**config.mk**
```make
export PLATFORM = sky130hd
export DESIGN_NAME = ghr_ckpt_ctrl_flat
export DESIGN_NICKNAME = d
export VERILOG_FILES = /design/src/rtl/ghr_pkg.sv /design/src/rtl/ghr_ckpt_ctrl_if.sv /design/src/rtl/ghr_ckpt_fifo.sv /design/src/rtl/ghr_ckpt_ctrl.sv /design/src/flat_wrapper.sv
export SDC_FILE = /design/constraint.sdc
export NUM_CORES = 1
export LEC_CHECK = 0
export CORE_MARGIN = 4
export CORE_UTILIZATION = 45
export CTS_CLUSTER_SIZE = 10
export DETAILED_ROUTE_END_ITERATION = 6
export GPL_ROUTABILITY_DRIVEN = 0
export PLACE_DENSITY = 0.76
export SLEW_MARGIN = 10
export SYNTH_ARGS = -nofsm -noshare
export SYNTH_HDL_FRONTEND = slang
export SYNTH_SLANG_ARGS = --single-unit
```
**constraint.sdc**
```tcl
create_clock -name clk_i -period 3.7 [get_ports clk_i]
set_input_delay 0.74 -clock clk_i [delete_from_list [all_inputs] [get_ports clk_i]]
set_output_delay 0.74 -clock clk_i [all_outputs]
set_load 0.02 [all_outputs]
```
**src/rtl/ghr_pkg.sv**
```systemverilog
// Shared types and defaults for the global-history checkpoint controller.
package ghr_pkg;

  localparam int DEFAULT_HISTORY_WIDTH = 8;
  localparam int DEFAULT_CKPT_DEPTH    = 4;

  // Checkpoint layout for the default history width; the controller builds
  // the same layout at its own parameterized width.
  typedef struct packed {
    logic [DEFAULT_HISTORY_WIDTH-1:0] ghr_before;
    logic                             pred_taken;
  } ghr_ckpt_t;

  typedef enum logic {
    RUN     = 1'b0,
    RECOVER = 1'b1
  } ghr_state_e;

endpackage

```
**src/rtl/ghr_ckpt_ctrl_if.sv**
```systemverilog
// Fetch/execute side bundle of the history checkpoint controller.
interface ghr_ckpt_ctrl_if #(
  parameter int HISTORY_WIDTH = 8,
  parameter int CKPT_DEPTH    = 4
);
  localparam int CNT_WIDTH = $clog2(CKPT_DEPTH) + 1;

  logic                     pred_valid_i;
  logic                     pred_taken_i;
  logic                     pred_ready_o;
  logic                     resolve_valid_i;
  logic                     resolve_taken_i;
  logic                     flush_i;
  logic [HISTORY_WIDTH-1:0] spec_ghr_o;
  logic [HISTORY_WIDTH-1:0] commit_ghr_o;
  logic                     mispredict_o;
  logic [CNT_WIDTH-1:0]     inflight_o;
  logic                     err_o;

  // Pipeline side: fetch and branch unit drive predictions and resolves.
  modport master (
    output pred_valid_i, pred_taken_i, resolve_valid_i, resolve_taken_i, flush_i,
    input  pred_ready_o, spec_ghr_o, commit_ghr_o, mispredict_o, inflight_o, err_o
  );

  // Controller side.
  modport slave (
    input  pred_valid_i, pred_taken_i, resolve_valid_i, resolve_taken_i, flush_i,
    output pred_ready_o, spec_ghr_o, commit_ghr_o, mispredict_o, inflight_o, err_o
  );

endinterface

```
**src/rtl/ghr_ckpt_fifo.sv**
```systemverilog
// In-order checkpoint FIFO with clear; count kept separately so full/empty never alias.
module ghr_ckpt_fifo
  import ghr_pkg::*;
#(
  parameter int  DEPTH   = 4,
  parameter type entry_t = ghr_ckpt_t
) (
  input  logic                   clk,
  input  logic                   rst_n,
  input  logic                   push,
  input  entry_t                 push_data,
  input  logic                   pop,
  input  logic                   clear,
  output entry_t                 head,
  output logic [$clog2(DEPTH):0] count
);

  localparam int PW = $clog2(DEPTH);
  localparam logic [PW:0] FULL_CNT = (PW + 1)'(DEPTH);

  entry_t          mem [DEPTH];
  logic [PW-1:0]   wr_ptr;
  logic [PW-1:0]   rd_ptr;
  logic            do_push;
  logic            do_pop;

  assign do_push = push && (count != FULL_CNT);
  assign do_pop  = pop && (count != '0);
  assign head    = mem[rd_ptr];

  // Pointers and occupancy; clear wins over any same-cycle push or pop.
  always_ff @(posedge clk or negedge rst_n) begin
    if (!rst_n) begin
      wr_ptr <= '0;
      rd_ptr <= '0;
      count  <= '0;
    end else if (clear) begin
      wr_ptr <= '0;
      rd_ptr <= '0;
      count  <= '0;
    end else begin
      if (do_push) wr_ptr <= wr_ptr + PW'(1);
      if (do_pop)  rd_ptr <= rd_ptr + PW'(1);
      if (do_push && !do_pop)      count <= count + (PW + 1)'(1);
      else if (!do_push && do_pop) count <= count - (PW + 1)'(1);
    end
  end

  // Storage needs no reset: entries are only visible while counted.
  always_ff @(posedge clk) begin
    if (do_push && !clear) mem[wr_ptr] <= push_data;
  end

endmodule

```
**src/rtl/ghr_ckpt_ctrl.sv**
```systemverilog
// Speculative/architectural global history with per-branch checkpoints and recovery.
module ghr_ckpt_ctrl
  import ghr_pkg::*;
#(
  parameter int HISTORY_WIDTH = DEFAULT_HISTORY_WIDTH,
  parameter int CKPT_DEPTH    = DEFAULT_CKPT_DEPTH
) (
  input logic           clk_i,
  input logic           rst_ni,
  ghr_ckpt_ctrl_if.slave bus
);

  localparam int CW = $clog2(CKPT_DEPTH) + 1;
  localparam logic [CW-1:0] DEPTH_CNT = CW'(CKPT_DEPTH);

  typedef struct packed {
    logic [HISTORY_WIDTH-1:0] ghr_before;
    logic                     pred_taken;
  } ckpt_t;

  ghr_state_e               state;
  ghr_state_e               state_next;
  logic [HISTORY_WIDTH-1:0] spec_q;
  logic [HISTORY_WIDTH-1:0] spec_next;
  logic [HISTORY_WIDTH-1:0] commit_q;
  logic [HISTORY_WIDTH-1:0] commit_next;
  logic [HISTORY_WIDTH-1:0] restore_ghr;
  logic                     mis_q;
  logic                     err_q;
  logic                     ready;
  logic                     accept;
  logic                     pop;
  logic                     mis;
  logic                     clear;
  ckpt_t                    head;
  ckpt_t                    push_entry;
  logic [CW-1:0]            count;

  assign accept      = bus.pred_valid_i && ready;
  assign pop         = bus.resolve_valid_i && (count != '0);
  assign mis         = pop && (head.pred_taken != bus.resolve_taken_i);
  assign clear       = bus.flush_i || mis;
  assign push_entry  = '{ghr_before: spec_q, pred_taken: bus.pred_taken_i};
  assign restore_ghr = (head.ghr_before << 1) | {{(HISTORY_WIDTH-1){1'b0}}, bus.resolve_taken_i};

  ghr_ckpt_fifo #(
    .DEPTH   (CKPT_DEPTH),
    .entry_t (ckpt_t)
  ) u_fifo (
    .clk       (clk_i),
    .rst_n     (rst_ni),
    .push      (accept),
    .push_data (push_entry),
    .pop       (pop),
    .clear     (clear),
    .head      (head),
    .count     (count)
  );

  // FSM state register.
  always_ff @(posedge clk_i or negedge rst_ni) begin
    if (!rst_ni) state <= RUN;
    else         state <= state_next;
  end

  // Enter RECOVER on a mispredict or flush; leave it after exactly one cycle.
  always_comb begin
    state_next = state;
    unique case (state)
      RUN:     if (clear) state_next = RECOVER;
      RECOVER: state_next = RUN;
      default: state_next = RUN;
    endcase
  end

  // FSM outputs: stall fetch while recovering or full; mispredict marks the recovery cycle.
  always_comb begin
    ready            = (state == RUN) && (count < DEPTH_CNT);
    bus.pred_ready_o = ready;
    bus.mispredict_o = (state == RECOVER) && mis_q;
  end

  // Next history values; flush restores to the committed history after this cycle's resolve.
  always_comb begin
    commit_next = commit_q;
    if (pop) commit_next = {commit_q[HISTORY_WIDTH-2:0], bus.resolve_taken_i};
    spec_next = spec_q;
    if (bus.flush_i)  spec_next = commit_next;
    else if (mis)     spec_next = restore_ghr;
    else if (accept)  spec_next = {spec_q[HISTORY_WIDTH-2:0], bus.pred_taken_i};
  end

  // History registers, mispredict flag and sticky empty-resolve error.
  always_ff @(posedge clk_i or negedge rst_ni) begin
    if (!rst_ni) begin
      spec_q   <= '0;
      commit_q <= '0;
      mis_q    <= 1'b0;
      err_q    <= 1'b0;
    end else begin
      spec_q   <= spec_next;
      commit_q <= commit_next;
      mis_q    <= mis;
      if (bus.resolve_valid_i && (count == '0)) err_q <= 1'b1;
    end
  end

  assign bus.spec_ghr_o   = spec_q;
  assign bus.commit_ghr_o = commit_q;
  assign bus.inflight_o   = count;
  assign bus.err_o        = err_q;

endmodule
```
**src/flat_wrapper.sv**
```systemverilog
// flat-port wrapper written by rule: the top's interface ports become plain ports
module ghr_ckpt_ctrl_flat import ghr_pkg::*;
#(
  parameter int HISTORY_WIDTH = DEFAULT_HISTORY_WIDTH,
  parameter int CKPT_DEPTH    = DEFAULT_CKPT_DEPTH
)
  (clk_i, rst_ni, bus_pred_valid_i, bus_pred_taken_i, bus_resolve_valid_i, bus_resolve_taken_i, bus_flush_i, bus_pred_ready_o, bus_spec_ghr_o, bus_commit_ghr_o, bus_mispredict_o, bus_inflight_o, bus_err_o);
  ghr_ckpt_ctrl_if #(.HISTORY_WIDTH(HISTORY_WIDTH), .CKPT_DEPTH(CKPT_DEPTH)) bus_i ();
  input logic clk_i;
  input logic rst_ni;
  input wire logic [$bits(bus_i.pred_valid_i)-1:0] bus_pred_valid_i;
  input wire logic [$bits(bus_i.pred_taken_i)-1:0] bus_pred_taken_i;
  input wire logic [$bits(bus_i.resolve_valid_i)-1:0] bus_resolve_valid_i;
  input wire logic [$bits(bus_i.resolve_taken_i)-1:0] bus_resolve_taken_i;
  input wire logic [$bits(bus_i.flush_i)-1:0] bus_flush_i;
  output wire logic [$bits(bus_i.pred_ready_o)-1:0] bus_pred_ready_o;
  output wire logic [$bits(bus_i.spec_ghr_o)-1:0] bus_spec_ghr_o;
  output wire logic [$bits(bus_i.commit_ghr_o)-1:0] bus_commit_ghr_o;
  output wire logic [$bits(bus_i.mispredict_o)-1:0] bus_mispredict_o;
  output wire logic [$bits(bus_i.inflight_o)-1:0] bus_inflight_o;
  output wire logic [$bits(bus_i.err_o)-1:0] bus_err_o;
  assign bus_i.pred_valid_i = bus_pred_valid_i;
  assign bus_i.pred_taken_i = bus_pred_taken_i;
  assign bus_i.resolve_valid_i = bus_resolve_valid_i;
  assign bus_i.resolve_taken_i = bus_resolve_taken_i;
  assign bus_i.flush_i = bus_flush_i;
  assign bus_pred_ready_o = bus_i.pred_ready_o;
  assign bus_spec_ghr_o = bus_i.spec_ghr_o;
  assign bus_commit_ghr_o = bus_i.commit_ghr_o;
  assign bus_mispredict_o = bus_i.mispredict_o;
  assign bus_inflight_o = bus_i.inflight_o;
  assign bus_err_o = bus_i.err_o;
  ghr_ckpt_ctrl #(.HISTORY_WIDTH(HISTORY_WIDTH), .CKPT_DEPTH(CKPT_DEPTH)) u_core (.clk_i(clk_i), .rst_ni(rst_ni), .bus(bus_i));
endmodule
```
Yosys cells after proc, flatten, opt, wreduce, memory -nomap -nowiden
Memory sizes are Yosys's and may differ from the RTL's.
Cells that the tools add are included.
- flip-flop bits (word level): 26
- memory bits (writable): 36
- input port bits: 7
- word-level logic and storage cells: 54
- memories: 1
- memory list (memory ; depth ; width ; read ports ; clocked after Yosys merged registers in ; wr ports ; line ; source):
    u_core.u_fifo.mem ; 4 ; 9 ; 1 ; 0 ; 1 ; ghr_ckpt_fifo.sv:21 ; entry_t mem [DEPTH];
- add/subtract/negate cells: 4
- order comparisons: 1
- equal/unequal tests: 2
- muxes and demuxes: 15
- bitwise operators: 2
- reductions and logical operators: 21
- operators with widths (operator ; number):
    $mux W8 ; 4
    $logic_and A1 B1 Y1 ; 11
    $mux W3 ; 3
    $reduce_bool A3 Y1 ; 3
    $mux W2 ; 4
    $or A8 B1 Y8 ; 1
    $add A2 B1 Y2 const B ; 2
    $reduce_bool A2 Y1 ; 2
    $add A3 B1 Y3 const B ; 1
    $logic_not A1 Y1 ; 3
    $logic_not A3 Y1 ; 1
    $lt A3 B3 Y1 const B ; 1
    $mux W1 ; 3
    $ne A3 B3 Y1 const B ; 1
    $sub A3 B1 Y3 const B ; 1
    $pmux W1 S2 ; 1
    $logic_or A1 B1 Y1 ; 1
    $ne A1 B1 Y1 ; 1
    $not A1 Y1 ; 1

Logic depth before layout (Yosys ltp)
- depth in word-level cells: 9
- depth in mapped cells: 9
- mapped depth without buffers: 8

Cells and area by module
Synthesis repeated with hierarchy kept, for this count alone.
- cell total of the unflattened synthesis: 203
- area total of the unflattened synthesis: 2802.7 µm²
- by module, submodules not included (module ; times used ; cells each ; area each (µm²) ; seq. area each (µm²)):
    ghr_ckpt_fifo ; 1 ; 107 ; 1849.3 ; 1256.2
    ghr_ckpt_ctrl ; 1 ; 96 ; 953.4 ; 475.5

Worst setup path after synthesis
Ideal clock, no wire load.
- kind: input port to flip-flop
- from: input bus_resolve_valid_i
- to: register u_core.u_fifo.count[2]
- setup time: 0.126 ns
- data arrival time: 2.154 ns
- setup slack: 1.420 ns
- stages: 9
- path buffers: 1
- cells stage by stage: o31a_1 > buf_2 > inv_2 > ha_1 > fa_1 > xnor2_1 > nor2_1 > xnor2_1 > nor2_1
- word-level cells in the longest chain between the ends: 6
- elaborated cells between the ends (all ways): 10
- those cells by class: mux (2); reduce/logical (8)
- RTL lines (element ; line ; source):
    from (decl) ; flat_wrapper.sv:13 ; input wire logic [$bits(bus_i.resolve_valid_i)-1:0] bus_resolve_valid_i;
    $logic_and A1 B1 Y1 (*) ; ghr_ckpt_ctrl.sv:40 ; assign pop = bus.resolve_valid_i && (count != '0);
    $logic_and A1 B1 Y1 ; ghr_ckpt_fifo.sv:28 ; assign do_pop = pop && (count != '0);
    $logic_not A1 Y1 ; ghr_ckpt_fifo.sv:44 ; if (do_push && !do_pop) count <= count + (PW + 1)'(1);
    $logic_and A1 B1 Y1 ; ghr_ckpt_fifo.sv:44 ;
    $mux W3 ; ghr_ckpt_fifo.sv:44 ;
    $mux W3 ; ghr_ckpt_fifo.sv:37 ; end else if (clear) begin
    to (signal assigned) ; ghr_ckpt_fifo.sv:44 ;
    to (signal assigned) ; ghr_ckpt_fifo.sv:45 ; else if (!do_push && do_pop) count <= count - (PW + 1)'(1);
    to (decl) ; ghr_ckpt_fifo.sv:15 ; output logic [$clog2(DEPTH):0] count
Mark *: on every way between the ends. The rest lies on a longest branch, timed or not.
A chain may end at the register's enable or synchronous reset.

Worst setup path in the final report
- from: register u_core.u_fifo.rd_ptr[0]
- to: memory u_core.u_fifo.mem[0][2] (netlist name) (enable)
- word-level cells in the longest chain between the ends: 8
- RTL lines (element ; line ; source):
    from (decl) ; ghr_ckpt_fifo.sv:23 ; logic [PW-1:0] rd_ptr;
    from (signal assigned) ; ghr_ckpt_fifo.sv:43 ; if (do_pop) rd_ptr <= rd_ptr + PW'(1);
    $mem_v2 Z4 W9 ; -- ;
    $ne A1 B1 Y1 ; ghr_ckpt_ctrl.sv:41 ; assign mis = pop && (head.pred_taken != bus.resolve_taken_i);
    $logic_and A1 B1 Y1 ; ghr_ckpt_ctrl.sv:41 ;
    $logic_or A1 B1 Y1 ; ghr_ckpt_ctrl.sv:42 ; assign clear = bus.flush_i || mis;
    $logic_not A1 Y1 ; ghr_ckpt_fifo.sv:51 ; if (do_push && !clear) mem[wr_ptr] <= push_data;
    $logic_and A1 B1 Y1 ; ghr_ckpt_fifo.sv:51 ;
    $mux W1 ; ghr_ckpt_fifo.sv:51 ;
    $mux W1 (implied by the code) ; ghr_ckpt_fifo.sv:51 ;
    to (decl) ; ghr_ckpt_fifo.sv:21 ;
No other way between the ends.

==> flow_metrics.py <==
metrics = {
    "grt": {
        "grt_max_degree": 27,
        "grt_pass1_vias": 1559,
        "grt.total_usage": 0.1590,
        "grt_pass1_wl_mm": 8.307,
        "antenna_found_initial": 0,
        "grt-ovfl-total": 0,
    },
    "logic_synthesis": {
        "synth_top_family_by_area": "multiplexers",
        "yosysWarnings": 0,
        "synth_seq_cells": 58,
        "synthesis.nets": 183,
        "synth_xor_xnor_area_share": 0.02687,
        "yosys.cell_types.count": 36,
        "synth-compound-area-share": 0.07767,
        "netlist_area_um2": 2561,
        "synthMuxAreaShare": 0.1197,
        "synth_largest_area_cell": "edfxtp_1",
        "ys_top_cells_by_area": "edfxtp_1, dfrtp_1, mux4_1, mux2_2, nor2_1",
        "postSynthCellCount": 170,
        "yosysTopAreaCellShare": 0.3752,
        "synth_area_per_cell_um2": 15.07,
        "synth-seq-area-share": 0.6292,
        "synth-simple-area-share": 0.08256,
        "synthAdderAreaFrac": 0.03224,
    },
    "worst_setup_path": {
        "crit_type": "flip-flop to flip-flop",
        "rr_startpoint": "u_core.u_fifo.rd_ptr[0]",
        "cp_top_family": "flip-flops",
        "r2r_end": "u_core.u_fifo.mem[0][2]",
        "r2r_cells": 4,
        "start_kind": "flip-flop",
        "worst_ep_required_time_ns": 3.66,
        "cp.depth": 4,
        "crit_fanout": 10,
        "crit_slowest_cell": "dfrtp_1",
        "crit_chain": "mux4_2 > xor2_2 > a21oi_1 > and3_1",
        "r2r_setup_slack_ns": 0.86,
        "cp_slowest_stage_delay_ns": 0.68,
        "cp.arrival_ns": 2.80,
        "crit_buf_inv": 0,
        "cp-end-kind": "flip-flop",
    },
    "clock_tree": {
        "cts_buffer_depth": 2,
        "cts_tree": "done",
        "postCtsHoldBufs": 0,
        "cts_resized": 0,
        "cts_made_buffers": 9,
        "cts.htree.levels": 3,
        "cts_root_buf": "clkbuf_8",
        "clkLatencyLatePin_ns": 0.32,
        "cts_setup_buffers": 0,
        "cts_num_sinks": 58,
        "path_clk_slew_ns": 0.06,
    },
    "cells_and_area": {
        "syn_to_final_growth_pct": 22.13,
        "utilization": 0.5681,
        "drive_above_1_share": 0.1415,
        "n_antenna_cell": 0,
        "nets": 220,
    },
    "power_and_ir_drop": {
        "ir_worst_vdd_mv": 0.4786,
        "p_per_area_nw_per_um2": 797.4,
        "leakagePower_uw": 0.001221,
    },
    "floorplan": {
        "rows": 27,
        "chipHeight_um": 83.44,
        "die_w_um": 83.44,
        "io_pins": 29,
        "die_area_um2": 6962,
        "core_um2": 5507,
        "start_util": 0.4651,
    },
    "drt": {
        "drcViolationCount": 0,
        "routed_wl_mm": 5.094,
        "via_count": 1487,
        "drtIter0Drc": 105,
        "via_per_inst": 5.236,
        "firstDrtPassIters": 4,
        "ant_nets": 0,
        "wire_per_inst_um": 17.94,
    },
    "sta": {
        "period_needed_ns": 2.839,
        "hold_viol_final": 0,
        "grt_setup_unrepaired": "no",
        "tns_ns": 0,
        "maxSlewViolCount": 0,
        "achievable-frequency_ghz": 0.3522,
        "tightest_slew_ns": 0.6982,
        "slew_headroom": 0.5325,
        "finalSetupViolations": 0,
        "fin_worst_skew_ns": 0.006044,
        "min_period_over_period": 0.7674,
    },
    "placement": {
        "dpl.hpwl_mm": 3.368,
        "portBuffers": 28,
    },
    "run_status": {
        "outcome": "completed",
    },
    "worst_hold_path": {
        "min_path_type": "flip-flop to flip-flop",
        "whs_endpoint": "u_core.bus.err_o",
        "hold_start": "u_core.bus.err_o",
        "hold_depth": 1,
    },
    "flow_run": {
        "maxCapViolCount": 0,
    },
}
## area by class of cell
| class | instances | area (um2) |
|---|---|---|
| fill | 451 | 2379 |
| multi-input combinational | 93 | 868.3 |
| inverter | 15 | 56.30 |
| tap | 72 | 90.09 |
| sequential | 58 | 1612 |
| timing repair buffer | 30 | 295.3 |
| clock inverter | 2 | 33.78 |
| clock buffer | 14 | 172.7 |
## synth_stat cells
master	instances
edfxtp_1	32
dfrtp_1	26
nor2_1	20
inv_1	13
and2_1	8
mux2_2	8
a221oi_1	7
a32oi_1	7
mux4_1	7
ha_1	5
a21oi_1	4
and3_1	4
xnor2_1	4
nand2_1	2
xor2_1	2
a211oi_4	1
a21o_1	1
a31oi_1	1
buf_2	1
buf_6	1
clkbuf_1	1
clkbuf_2	1
clkinv_1	1
fa_1	1
inv_2	1
mux2i_1	1
mux4_2	1
nand3_1	1
nand3b_2	1
nand3b_4	1
nor3_1	1
nor3b_2	1
o21ai_0	1
o221ai_1	1
o31a_1	1
xor2_2	1
## through the flow
step                hold slack, ns  cells  cell area (um2)  power [uW]  setup WS, ns
global route                0.5201    284             3128        2647        0.6471
finish                      0.4741    284             3128        2494        0.8606
detailed placement          0.4717    268             2922        1911        0.6751
CTS                         0.4860    284             3128        2516        0.8219
global placement            0.4696    268             2922        1896        0.6960
floorplan                   0.4444    170             2561        1554         1.420
## cell usage in the layout, fill, tap and decap left out
cell type / count
inv_2: 1
clkbuf_1: 2
a31oi_1: 1
xnor2_1: 4
xor2_2: 1
a221oi_1: 7
clkbuf_8: 12
nand3b_2: 1
a32oi_1: 7
a21oi_1: 4
nand3_1: 1
mux2i_1: 1
o21ai_0: 1
and2_1: 8
inv_1: 13
and3_1: 4
mux4_1: 7
dfrtp_1: 26
bufinv_16: 1
xor2_1: 2
clkdlybuf4s50_1: 28
edfxtp_1: 32
nor2_1: 20
o31a_1: 1
fa_1: 1
nand3b_4: 1
o221ai_1: 1
ha_1: 5
mux2_2: 8
nand2_1: 2
buf_4: 2
nor3b_2: 1
clkinv_1: 2
mux4_2: 1
a211oi_4: 1
a21o_1: 1
nor3_1: 1
## cell families (layout without fill, tap and decap cells)
kind of cell               count (synthesis)  after routing
AOI/OAI and AO/OA                         24             24
xor gates and xnor gates                   7              7
adders and majority gates                  6              6
buffers and inverters                     19             61
DFF                                       58             58
muxes                                     17             17
and+or+nand+nor                           39             39
## state kept, by name (all words and copies together), names as in the netlist
signal and count:
u_core.bus.commit_ghr_o 8, u_core.bus.err_o 1, u_core.bus.spec_ghr_o 8, u_core.mis_q 1
u_core.state 1, u_core.u_fifo.count 3, u_core.u_fifo.mem 32, u_core.u_fifo.rd_ptr 2
u_core.u_fifo.wr_ptr 2
## worst max-delay path by stage
stage / from / endpoint
floorplan: bus_resolve_valid_i / u_core.u_fifo.count[2]
global placement: bus_resolve_valid_i / u_core.u_fifo.count[2]
detailed placement: bus_resolve_valid_i / u_core.u_fifo.count[2]
CTS: u_core.u_fifo.rd_ptr[0] / u_core.u_fifo.mem[0][0]
global route: u_core.u_fifo.rd_ptr[0] / u_core.u_fifo.mem[0][6]
finish: u_core.u_fifo.rd_ptr[0] / u_core.u_fifo.mem[0][2]
## worst register-to-register path: cells and delay by family (launching register included)
kind / cells / cell delay, ns
multiplexers: 1 / 0.68
XOR/XNOR: 1 / 0.26
AO/OA/AOI/OAI: 1 / 0.34
flip-flops: 1 / 0.68
AND/OR/NAND/NOR: 1 / 0.52
## where the power goes
part / internal, uW / switching [uW] / total (uW)
sequential: 870 / 168 / 1040
clock: 365 / 227 / 592
combinational: 425 / 440 / 865
## metal layers
| layer | track usage | wire (um) | part of all wire | up-vias |
|---|---|---|---|---|
| li1 | - | - | - | 713 |
| met1 | 0.2145 | 2375 | 0.47 | 734 |
| met2 | 0.2500 | 2435 | 0.48 | 35 |
| met3 | 0.03770 | 224 | 0.044 | 5 |
| met4 | 0.06140 | 58 | 0.011 | 0 |
| met5 | 0 | 0 | 0 | - |
No activity file was read; power rests on OpenSTA's default activity.
